File: config.mk
export PLATFORM = sky130hd
export DESIGN_NAME = writeback_arbiter
export DESIGN_NICKNAME = d
export VERILOG_FILES = /design/src/rtl/writeback_arbiter.sv
export SDC_FILE = /design/constraint.sdc
export NUM_CORES = 1
export LEC_CHECK = 0
export CORE_MARGIN = 2
export CORE_UTILIZATION = 54
export CTS_CLUSTER_SIZE = 24
export DETAILED_ROUTE_END_ITERATION = 8
export PLACE_DENSITY = 0.81
export SLEW_MARGIN = 10
export SYNTH_ARGS = -nofsm -noshare
export SYNTH_HDL_FRONTEND = slang
export SYNTH_SLANG_ARGS = --single-unit
File: constraint.sdc
create_clock -name clk_i -period 3.1 [get_ports clk_i]
set_input_delay 0.465 -clock clk_i [delete_from_list [all_inputs] [get_ports clk_i]]
set_output_delay 0.465 -clock clk_i [all_outputs]
set_load 0.02 [all_outputs]
File: src/rtl/writeback_arbiter.sv
// Register-file write-port arbiter: single-cycle ALU results and queued LSU results share one write port.
// Optional feature macro: WB_ANTISTARVE_EN (bounded LSU starvation via a forced grant).
module writeback_arbiter #(
    parameter int DATA_W    = 32,
    parameter int DEPTH     = 4,
    parameter int STALL_MAX = 8
) (
    input  logic              clk_i,
    input  logic              rst_i,
    input  logic              flush_i,
    input  logic              alu_valid_i,
    output logic              alu_ready_o,
    input  logic [4:0]        alu_rd_i,
    input  logic [DATA_W-1:0] alu_data_i,
    input  logic              lsu_valid_i,
    output logic              lsu_ready_o,
    input  logic [4:0]        lsu_rd_i,
    input  logic [DATA_W-1:0] lsu_data_i,
    output logic              reg_wr_en_o,
    output logic [4:0]        rd_addr_o,
    output logic [DATA_W-1:0] wr_data_o,
    output logic [31:0]       busy_o
);
    localparam int PW = (DEPTH > 1) ? $clog2(DEPTH) : 1;
    localparam int CW = $clog2(DEPTH + 1);

    logic [4:0]        r_fifo_rd   [DEPTH];
    logic [DATA_W-1:0] r_fifo_data [DEPTH];
    logic [PW-1:0]     r_wptr;
    logic [PW-1:0]     r_rptr;
    logic [CW-1:0]     r_count;

    logic              w_force;
    logic              w_alu_grant;
    logic              w_pop;
    logic              w_push;
    logic [4:0]        w_head_rd;
    logic [DATA_W-1:0] w_head_data;
    logic [31:0]       w_busy;

    // Ready depends on the registered count only, so a full FIFO never accepts even when popping.
    assign lsu_ready_o = (r_count < CW'(DEPTH));
    assign w_push      = lsu_valid_i && lsu_ready_o && !flush_i;

    assign alu_ready_o = !w_force;
    assign w_alu_grant = alu_valid_i && !w_force;
    assign w_pop       = !w_alu_grant && (r_count != '0) && !flush_i;

    assign w_head_rd   = r_fifo_rd[r_rptr];
    assign w_head_data = r_fifo_data[r_rptr];

`ifdef WB_ANTISTARVE_EN
    localparam int SW = $clog2(STALL_MAX + 1);
    logic [SW-1:0] r_stall;

    assign w_force = (r_stall == SW'(STALL_MAX)) && (r_count != '0);

    always_ff @(posedge clk_i or posedge rst_i) begin
        if (rst_i) begin
            r_stall <= '0;
        end else if ((r_count == '0) || w_pop || flush_i) begin
            r_stall <= '0;
        end else if (w_alu_grant && (r_stall != SW'(STALL_MAX))) begin
            r_stall <= r_stall + 1'b1;
        end
    end
`else
    assign w_force = 1'b0;
`endif

    always_ff @(posedge clk_i) begin
        if (w_push) begin
            r_fifo_rd[r_wptr]   <= lsu_rd_i;
            r_fifo_data[r_wptr] <= lsu_data_i;
        end
    end

    // Pointers wrap naturally because DEPTH is a power of two.
    always_ff @(posedge clk_i or posedge rst_i) begin
        if (rst_i) begin
            r_wptr  <= '0;
            r_rptr  <= '0;
            r_count <= '0;
        end else if (flush_i) begin
            r_wptr  <= '0;
            r_rptr  <= '0;
            r_count <= '0;
        end else begin
            if (w_push) begin
                r_wptr <= r_wptr + 1'b1;
            end
            if (w_pop) begin
                r_rptr <= r_rptr + 1'b1;
            end
            case ({w_push, w_pop})
                2'b10:   r_count <= r_count + 1'b1;
                2'b01:   r_count <= r_count - 1'b1;
                default: r_count <= r_count;
            endcase
        end
    end

    always_ff @(posedge clk_i or posedge rst_i) begin
        if (rst_i) begin
            reg_wr_en_o <= 1'b0;
            rd_addr_o   <= '0;
            wr_data_o   <= '0;
        end else if (w_alu_grant) begin
            reg_wr_en_o <= (alu_rd_i != 5'd0);
            rd_addr_o   <= alu_rd_i;
            wr_data_o   <= alu_data_i;
        end else if (w_pop) begin
            reg_wr_en_o <= (w_head_rd != 5'd0);
            rd_addr_o   <= w_head_rd;
            wr_data_o   <= w_head_data;
        end else begin
            reg_wr_en_o <= 1'b0;
        end
    end

    // Busy map covers only the live window [rptr, rptr+count) of the FIFO.
    always_comb begin
        w_busy = '0;
        for (int i = 0; i < DEPTH; i++) begin
            if (i < int'(r_count)) begin
                w_busy[r_fifo_rd[r_rptr + PW'(i)]] = 1'b1;
            end
        end
        w_busy[0] = 1'b0;
    end

    assign busy_o = w_busy;

endmodule

==> out/summary.txt <==
Status = complete, but fails checks
Failing checks = negative setup slack
Post-Synthesis Cells = 595
Fillers = 982
CTS Buf Count = 17
GRT Residual Overflow = 0
CTS root buf = clkbuf_16
Area Growth Syn to Fin = 37.50%
DRT Wirelength = 24,810 µm
Seq cells post-synth = 193
Rel. slew slack = 52.33%
GRT Util Overall = 28.63%
Slew at the pin closest to its max-slew limit = 0.7150 ns
Worst skew pair latency = 0.44 ns
R2r endpoint = wr_data_o[5]
Logic pwr share = 39.3%
Part of the cycle the worst path needs = 103.7%
Nets = 905
Hold_ws = 0.2655 ns
Top-count cell post-synth = edfxtp_1
Vias in the first global route = 6,683
Fin. Hold Viols = 0
Unrepaired setup endpoints after global routing = true
P_int = 6.049 mW
Die X = 133.6 µm
CP Data Arrival Time = 2.75 ns
Area of the multi-input gates = 0.003681 mm²
Worst-path clk slew = 0.07 ns
HPWL after detailed placement = 16,630 µm
Synth top area cells = edfxtp_1 49%, dfrtp_1 12%, mux4_2 12%
Yosys synthesis warning count = 0
CP endpoint kind = output pin
Maximum VDD drop = 567.7 µV
Largest net degree at the start of global routing = 59
Rows = 47
Startpoint types = flop
EDFF count, synth = 148
DRT antenna net count = 0
Syn Nets = 682
Min-delay worst type = input port to async pin
Cts hold-fix bufs = 0
Initial core utilization = 54.92%
DRC = 0
Antenna violations before repair = 0
Layout cells sized above 1 = 34.06%
F_max = 311.0 MHz
Final setup fails = 17
Synthesized area per cell = 15.25 µm²
Leading area contributor after synthesis = edfxtp_1
Ys async rst share = 23.32%
CP Data Required Time = 2.63 ns
Seq/Total Area, Yosys = 61.38%
Sequential share of power = 34.9%
Final core utilization = 75.51%
Full die area = 0.01786 mm²
Yosys top cell area share = 48.97%
Syn Std Cell Area = 0.009075 mm²
Clock Sinks = 193
Max-cap violations = 0
Sw Pwr = 2.956 mW
Leakage power = 4.384 nW
Sequential Area = 0.005575 mm²
Clock Path Buffers = 2
Initial DRC count = 446
CTS tree = done
R2R cell count = 6
Commonest cells in the synthesized netlist = 148 x edfxtp_1, 49 x mux4_2, 48 x nand2_1, 45 x dfrtp_1, 38 x o21ai_0
Reg-to-reg slack, setup = 0.76 ns
Crit path time final = 3.215 ns
Gpl congestion = 0.9009
Clock network fraction of design power = 25.8%
Worst-path fanout max = 5
First-pass GRT wire length = 38,220 µm
ANT cells = 0
Switching Fraction = 32.83%
Count of cell types in the netlist = 59
Clock skew = 0.01174 ns
H-tree levels = 4
Final worst slack = -0.1149 ns
Die Y = 133.6 µm
Core area = 0.01652 mm²
Port bufs = 148
Setup TNS = -0.9670 ns
Vias per cell = 6.037
Wire per inst = 23.61 µm
Critical path class = flop to output pin
Final Slew Violations = 0
FF-to-FF Start = r_count[2]
# IOs = 151
Top_reg_cell synth = edfxtp_1
Power Density = 721.7 mW/mm²
Detailed Routing Iterations Pass 1 = 5
Vias = 6,345
## metrics by stage
stage | instance area, µm² | instances | power, mW | worst slack (ns)
6_report | 12480 | 1051 | 9.005 | -0.1149
5_1_grt | 12480 | 1051 | 9.362 | -0.1693
4_1_cts | 12120 | 1039 | 8.737 | -0.06287
3_5_place_dp | 11170 | 987 | 6.173 | -0.1183
3_3_place_gp | 11170 | 987 | 6.107 | -0.1436
2_1_floorplan | 9075 | 595 | 4.978 | 0.4988
## sequential cells by signal, summed over array words and instances, names as in the netlist
name / cells
rd_addr_o: 5
r_fifo_data: 128
r_rptr: 2
r_wptr: 2
r_fifo_rd: 20
r_count: 3
reg_wr_en_o: 1
wr_data_o: 32
## power by group through the flow
stage	registers (mW)	logic, mW	clock network [mW]
after global placement	3.18	2.92	0
after floorplan	3.25	1.73	0
after global routing	3.17	3.76	2.43
final	3.15	3.54	2.32
after CTS	3.15	3.25	2.33
after detailed placement	3.20	2.97	0
## final cells by class
cell class,count,share of cell area (%)
Clock buffer,18,3.439
Clock inverter,14,1.514
Inverter,10,0.3008
Multi-Input combinational cell,357,29.50
Sequential cell,193,44.68
Tap cell,220,2.206
Timing Repair Buffer,239,18.36
## cells in the final DEF (no fill, tap or decap), types with 4 or more instances in the layout
cell type / count
edfxtp_1: 148
clkdlybuf4s50_1: 116
buf_4: 79
mux4_2: 52
nand2_1: 44
dfrtp_1: 43
o21ai_0: 37
mux2i_1: 36
buf_6: 33
clkbuf_16: 18
nor2_1: 16
a221o_1: 15
o22ai_2: 12
nor2b_1: 11
inv_1: 8
ha_1: 8
a22oi_2: 7
nand4b_1: 6
buf_12: 6
nand2b_1: 5
xnor2_1: 5
a21oi_1: 5
nand3_1: 5
a2bb2oi_2: 5
o211ai_1: 5
and2_1: 5
inv_8: 5
o22ai_4: 4
and2_2: 4
buf_2: 4
## kinds of logic after synthesis
kind of cell	Yosys count	synth area share, %
DFF	193	61.38
and+or+nand+nor	138	8.438
adders and majority gates	9	1.213
buffers and inverters	45	2.454
other	2	0.08276
AOI/OAI and AO/OA	115	8.948
xor gates and xnor gates	5	0.4825
muxes	88	17.00
## critical path, cell delays in order (launching register included)
cell and delay (ns):
dfrtp_4 0.50, buf_6 0.14, buf_4 0.13, mux4_2 0.48
or4b_4 0.59, o22ai_2 0.17, a221o_1 0.14, buf_2 0.16
## worst max-delay path by stage
| stage | from | to | slack (ns) | depth (start not counted) |
|---|---|---|---|---|
| 4_1_cts | r_rptr[0] | busy_o[13] | -0.06 | 9 |
| 3_5_place_dp | r_rptr[0] | busy_o[4] | -0.12 | 7 |
| 2_1_floorplan | r_rptr[1] | busy_o[11] | 0.50 | 5 |
| 6_report | r_rptr[0] | busy_o[28] | -0.11 | 7 |
| 5_1_grt | r_rptr[0] | busy_o[12] | -0.17 | 9 |
| 3_3_place_gp | r_rptr[0] | busy_o[4] | -0.14 | 7 |
## routing by layer
layer / routed length [µm] / up-vias / part of all wire [%] / global-route usage (%)
met4: 675 / 0 / 2.7 / 10.87
met5: 0 / - / 0 / 0
li1: - / 2820 / - / -
met3: 1300 / 47 / 5.2 / 5.746
met2: 13200 / 250 / 53 / 50.09
met1: 9636 / 3228 / 39 / 35.40
## timing repair
action | in CTS | in global routing
endpoints found under the setup margin | 31 | 31
resized for setup | 214 | 59
buffers inserted | 20 | 11
endpoints found under the hold margin | 0 | 0
gates cloned | 0 | 1
pin swaps | 11 | 20
Power figures use the tool's default switching activity.
==> edit 1 (same flow settings) <==
The parameter `DATA_W` goes from 32 to 28.
--- a/src/rtl/writeback_arbiter.sv
+++ b/src/rtl/writeback_arbiter.sv
@@ -1,7 +1,7 @@
 // Register-file write-port arbiter: single-cycle ALU results and queued LSU results share one write port.
 // Optional feature macro: WB_ANTISTARVE_EN (bounded LSU starvation via a forced grant).
 module writeback_arbiter #(
-    parameter int DATA_W    = 32,
+    parameter int DATA_W    = 28,
     parameter int DEPTH     = 4,
     parameter int STALL_MAX = 8
 ) (
Interface: changed (resized alu_data_i, lsu_data_i and wr_data_o); port bits go from 151 to 139. The function was not compared with the original's and may differ.
==> edit 1 against the unedited design <==
  * Wire length is 13% lower
  * Sequential cell count is 20 lower
  * Global-route usage is 1.1 points lower
  * Setup slack better by 130 ps
  * Area after synthesis is 9.5% lower
  * Combinational power is 23% lower
  * Utilization is 4.3 points lower
  * Cell area is 14% lower
  * Critical endpoint is now busy_o[31]
  * Sequential share of layout area is 2.0 points higher
  * Total power is 15% lower
  * Via count is 9.8% lower
==> edit 1: results (changes against the unedited design) <==
| Metric | Value |
|---|---|
| Worst Hold Class | `input pin to flip-flop` |
| Worst hold slack | `575 ps (+309 ps)` |
| Count of cell types in the netlist | `52 (-12%)` |
| Worst Max-Slew Pin Slew | `972 ps (+257 ps)` |
| DP Area | `10000 µm² (-10%)` |
| Placement Setup Slack | `-83.7 ps (+34.6 ps)` |
| Synth top area cells | `edfxtp_1 48%, dfrtp_1 12%, mux4_2 11%` |
| Pin count of the biggest net entering global routing | `42 (-29%)` |
| Post-synth EDFFs | `132 (-11%)` |
| VDD IR max | `0.665 mV (+17%)` |
| WL/cell | `23.5 µm (-0.43%)` |
| Gpl congestion | `0.884 (-1.9%)` |
| Async S/R FF share, synth | `23.7% (+0.38 points)` |
| Reg-to-reg setup timing slack | `820 ps (+60 ps)` |
| Slowest Stage Delay on Critical Path | `approximately 580 ps` |
| Fillcell total | `962 (-2.0%)` |
| Worst Path Arrival | `2620 ps (-130 ps)` |
| First-pass GRT wire length | `33400 µm (-13%)` |
| Outcome | `finished clean` |
| Hpwl dp | `14500 µm (-13%)` |
| Longest Clk Path Bufs | `2 (unchanged)` |
| Vias in the first global route | `5939 (-11%)` |
| Sequential share of the synthesized area | `60.7% (-0.64 points)` |
| I/O Buffers | `136 (-8.1%)` |
| Critical Path Fanout Max | `8 (+3)` |
| Largest regs | `r_fifo_data: 112 flops, wr_data_o: 28 flops, r_fifo_rd: 20 flops` |
| Commonest cells post-synth | `132 x edfxtp_1, 41 x dfrtp_1, 40 x mux4_2, 37 x nand2_1, 34 x o21ai_0` |
| Setup Skew | `11.7 ps (-0.0291 ps)` |
| Share of post-route cells with drive strength above 1 | `29.8% (-4.2 points)` |
| Syn Nets | `614 (-10%)` |
| Vias | `5721 (-9.8%)` |
| Initial DRC count | `452 (+1.3%)` |
| DRT Pass-1 Iters | `5 (unchanged)` |
| Nets@finish | `799 (-12%)` |
| Leakage Power | `3.85 nW (-12%)` |
| GRT Util Overall | `27.5% (-1.1 points)` |
| Slowest CP cell | `mux4_1` |
| Reg2reg end | `wr_data_o[27]$_DFFE_PP0P_` |
-- edit 1: cell types whose count changed after synthesis, moves of 6 or more --
| cell | before | now |
|---|---|---|
| nand2b_1 | 9 | 3 |
| nand2_1 | 48 | 37 |
| nand3b_1 | 1 | 8 |
| edfxtp_1 | 148 | 132 |
| and2_1 | 12 | 1 |
| a22oi_1 | 9 | 1 |
| a221o_2 | 3 | 9 |
| o22ai_1 | 16 | 25 |
| mux4_2 | 49 | 40 |
| nor2b_1 | 12 | 5 |
-- edit 1: area by class of cell --
type | count | area (µm²) | share of cell area (%)
sequential | 173 | 4990 | 46.7
multi-input combinational | 318 | 3090 | 28.9
timing repair buffer | 203 | 1770 | 16.5
clock buffer | 18 | 429 | 4.01
tap | 188 | 235 | 2.20
clock inverter | 14 | 156 | 1.46
inverter | 8 | 30.0 | 0.281
-- edit 1: report_power, final --
group | leakage (nW) | internal, mW | switching [mW]
sequential | 1.70 | 2.70 | 0.123
clock | 0.287 | 1.20 | 0.905
combinational | 1.86 | 1.32 | 1.42
-- edit 1: worst max path at each step --
stage	end	slack (ps)	startpoint	cells past startpoint
floorplan	busy_o[16]	620	r_rptr[0]$_DFFE_PP0P_	5
global placement	busy_o[4]	-70	r_rptr[0]$_DFFE_PP0P_	8
detailed placement	busy_o[4]	-80	r_rptr[0]$_DFFE_PP0P_	8
CTS	busy_o[29]	0.05	r_rptr[0]$_DFFE_PP0P_	7
global route	busy_o[30]	-80	r_rptr[0]$_DFFE_PP0P_	8
finish	busy_o[31]	10	r_rptr[0]$_DFFE_PP0P_	8
-- edit 1: critical path, delay by kind of cell, from the launching register on --
family                 cells  cell delay (ps)
muxes                      1              580
buffers and inverters      4              770
AOI/OAI and AO/OA          2              330
DFF                        1              400
and+or+nand+nor            1              110
-- edit 1: metal layers --
| metal | share of wire [%] | routed length (µm) | global-route usage (%) |
|---|---|---|---|
| met5 | 0 | 0 | 0 |
| met2 | 51 | 11000 | 47.1 |
| met4 | 3.3 | 723 | 11.2 |
| met1 | 40 | 8610 | 35.1 |
| met3 | 6.3 | 1370 | 4.82 |
-- edit 1: cells by family (layout without fill, tap and decap cells) --
family	Yosys count	after routing	share of synthesized area (%)
simple gates	116	116	7.81
xor+xnor	5	5	0.533
buf+inv	45	243	2.94
compound gates	107	107	9.28
mux	80	80	17.4
fa+ha+maj	8	8	1.19
flops	173	173	60.7
other cells	2	2	0.0914
-- edit 1: what timing repair did --
item,in CTS,in global routing
endpoints found under the setup margin,31,27
buffers inserted,12,1
resized for setup,110,41
hold buffers,0,0
-- edit 1: metrics by stage --
stage          power, mW  utilization, %  instances
2_1_floorplan       4.46               -        536
3_3_place_gp        5.39            66.8        877
3_5_place_dp        5.43            66.8        877
4_1_cts             7.66            71.4        921
5_1_grt             7.98            71.2        922
6_report            7.66            71.2        922
==> edit 2 (config.mk and constraints unchanged) <==
Without the edit above. Add a define of `WB_ANTISTARVE_EN`.
--- a/src/rtl/writeback_arbiter.sv
+++ b/src/rtl/writeback_arbiter.sv
@@ -1,5 +1,7 @@
 // Register-file write-port arbiter: single-cycle ALU results and queued LSU results share one write port.
 // Optional feature macro: WB_ANTISTARVE_EN (bounded LSU starvation via a forced grant).
+`define WB_ANTISTARVE_EN
+
 module writeback_arbiter #(
     parameter int DATA_W    = 32,
     parameter int DEPTH     = 4,
Function: no difference found for any inputs over 4 cycles, from zero or initial values and one cycle with rst_i high; that may be too few to reach the edited logic, so the function may still have changed.
==> edit 2 against the unedited design <==
  * The run still ends with negative setup slack left
  * First-iteration DRC count grew 24%
  * Setup slack gained 110 ps
  * Combinational power grew 16%
  * Maximum frequency grew 3.4%
  * Area after synthesis grew 6.6%
  * Hold slack gained 98 ps
  * Global-route usage shrank 0.18 points
  * Total power grew 5.9%
  * Wire length grew 4.8%
  * Cell area grew 1.3%
  * Sequential cell count grew 4
  * Die area grew 6.4%
  * Critical endpoint is now busy_o[22]
  * Highest routed layer is now met5
==> edit 2: results (changes against the unedited design) <==
| Metric | Value |
|---|---|
| Outcome | `finished, violations left` |
| Failing checks | `negative setup slack` |
| Gpl congestion | `0.957 (+6.2%)` |
| Worst Max-Slew Pin Slew | `720 ps (+4.49 ps)` |
| Setup TNS | `-9.02 ps (+958 ps)` |
| Critical Path Fanout Max | `6 (+1)` |
| Commonest cells post-synth | `148 x edfxtp_1, 74 x mux2_2, 50 x mux4_2, 49 x dfrtp_1, 25 x a32oi_1` |
| Most Crowded Layer GR | `met2` |
| R2r startpoint | `r_count[0]$_DFFE_PP0P_` |
| Skew-Pair Late Insertion Delay | `approximately 430 ps` |
| Placement Setup Slack | `-13.3 ps (+105 ps)` |
| I/O Buffers | `149 (+0.68%)` |
| Synth top area cells | `edfxtp_1 46%, dfrtp_1 13%, mux4_2 12%` |
| Async S/R FF share, synth | `24.9% (+1.6 points)` |
| Worst Path Arrival | `2640 ps (-110 ps)` |
| Nets@finish | `904 (-0.11%)` |
| Initial antenna violation count | `1 (+1)` |
| Share of post-route cells with drive strength above 1 | `40.5% (+6.4 points)` |
| Vias in the first global route | `6793 (+1.6%)` |
| Count of cell types in the netlist | `66 (+12%)` |
| DRT Pass-1 Iters | `5 (unchanged)` |
| VDD IR max | `0.656 mV (+16%)` |
| Syn Nets | `692 (+1.5%)` |
| Initial DRC count | `551 (+24%)` |
| Vias | `6595 (+3.9%)` |
| Fillcell total | `1113 (+13%)` |
| Final WL | `26000 µm (+4.8%)` |
| Pin count of the biggest net entering global routing | `34 (-42%)` |
| DP Area | `11700 µm² (+4.8%)` |
| Worst setup margin | `-9.02 ps (+106 ps)` |
| Sequential share of the synthesized area | `58.6% (-2.8 points)` |
| Largest regs | `r_fifo_data: 128 flops, wr_data_o: 32 flops, r_fifo_rd: 20 flops` |
| Crit path from | `r_rptr[0]$_DFFE_PP0P_` |
| M1 GR Usage | `36.9% (+1.5 points)` |
| Leakage Power | `4.48 nW (+2.1%)` |
| Final setup violating endpoints | `1 (-16)` |
| GRT Util Overall | `28.4% (-0.18 points)` |
| First-pass GRT wire length | `39300 µm (+2.7%)` |
| Met3 Resource Use GR | `6.47% (+0.72 points)` |
| Internal Power | `6.21 mW (+2.7%)` |
| Met2 usage | `47.0% (-3.1 points)` |
| Setup Skew | `8.31 ps (-3.44 ps)` |
| Hpwl dp | `17400 µm (+4.6%)` |
==> edit 2: what timing repair did <==
| action | in CTS | in global routing |
|---|---|---|
| gates resized for setup | 142 | 76 |
| cloned | 1 | 0 |
| buffers inserted | 16 | 8 |
| setup endpoints to repair | 32 | 30 |
| pin swaps | 1 | 17 |
==> edit 2: path summary, 6_finish.rpt <==
check	slack, ps	to	cells after the start
min reg2reg	510	r_stall[0]$_DFFE_PP0P_	1
max reg2reg	580	wr_data_o[29]$_DFFE_PP0P_	7
max	-9	busy_o[22]	8
min	360	wr_data_o[4]$_DFFE_PP0P_	2
min in group clk_i	510	r_stall[0]$_DFFE_PP0P_	1
max in group asynchronous	2120	wr_data_o[2]$_DFFE_PP0P_	3
==> edit 2: layout make-up <==
class                      instances  area, µm²  area share (%)
inverter                          13       48.8           0.386
timing repair buffer             228       2100            16.6
tap                              225        282            2.23
multi-input combinational        358       3980            31.5
sequential                       197       5680            44.9
clock inverter                    15        121           0.960
clock buffer                      17        425            3.37
==> edit 2: metal layers <==
layer  share of wire (%)  wire length [µm]  up-vias
li1                    -                 -     2876
met1                  39             10200     3320
met2                  51             13200      349
met3                 7.5              1960       48
met4                 2.6               672        2
met5               0.050                13        -
==> edit 2: through the flow <==
stage | power, mW | instances | utilization (%)
2_1_floorplan | 5.71 | 603 | -
3_3_place_gp | 7.09 | 996 | 67.2
3_5_place_dp | 7.15 | 996 | 67.2
4_1_cts | 9.38 | 1045 | 71.1
5_1_grt | 9.95 | 1053 | 72.6
6_report | 9.54 | 1053 | 72.6
==> edit 2: logic make-up after synthesis <==
family | synth area share, %
AOI/OAI and AO/OA | 6.21
xor gates and xnor gates | 0.633
adders and majority gates | 1.40
buffers and inverters | 2.87
DFF | 58.6
muxes | 20.9
other | 0.0387
and+or+nand+nor | 9.33
==> edit 2: power groups by stage <==
stage	sequential, mW	combinational, mW	clock, mW
finish	3.38	4.09	2.06
floorplan	3.63	2.07	0
global route	3.42	4.34	2.19
CTS	3.39	3.90	2.09
global placement	3.44	3.66	0
detailed placement	3.47	3.69	0
==> edit 2: worst max-delay path: stages, from the launching register on <==
cell and delay, ps:
dfrtp_4 490, buf_6 150, mux4_2 580, buf_12 170
nor4b_4 290, buf_4 180, a32oi_2 50, o221ai_1 100
buf_4 180
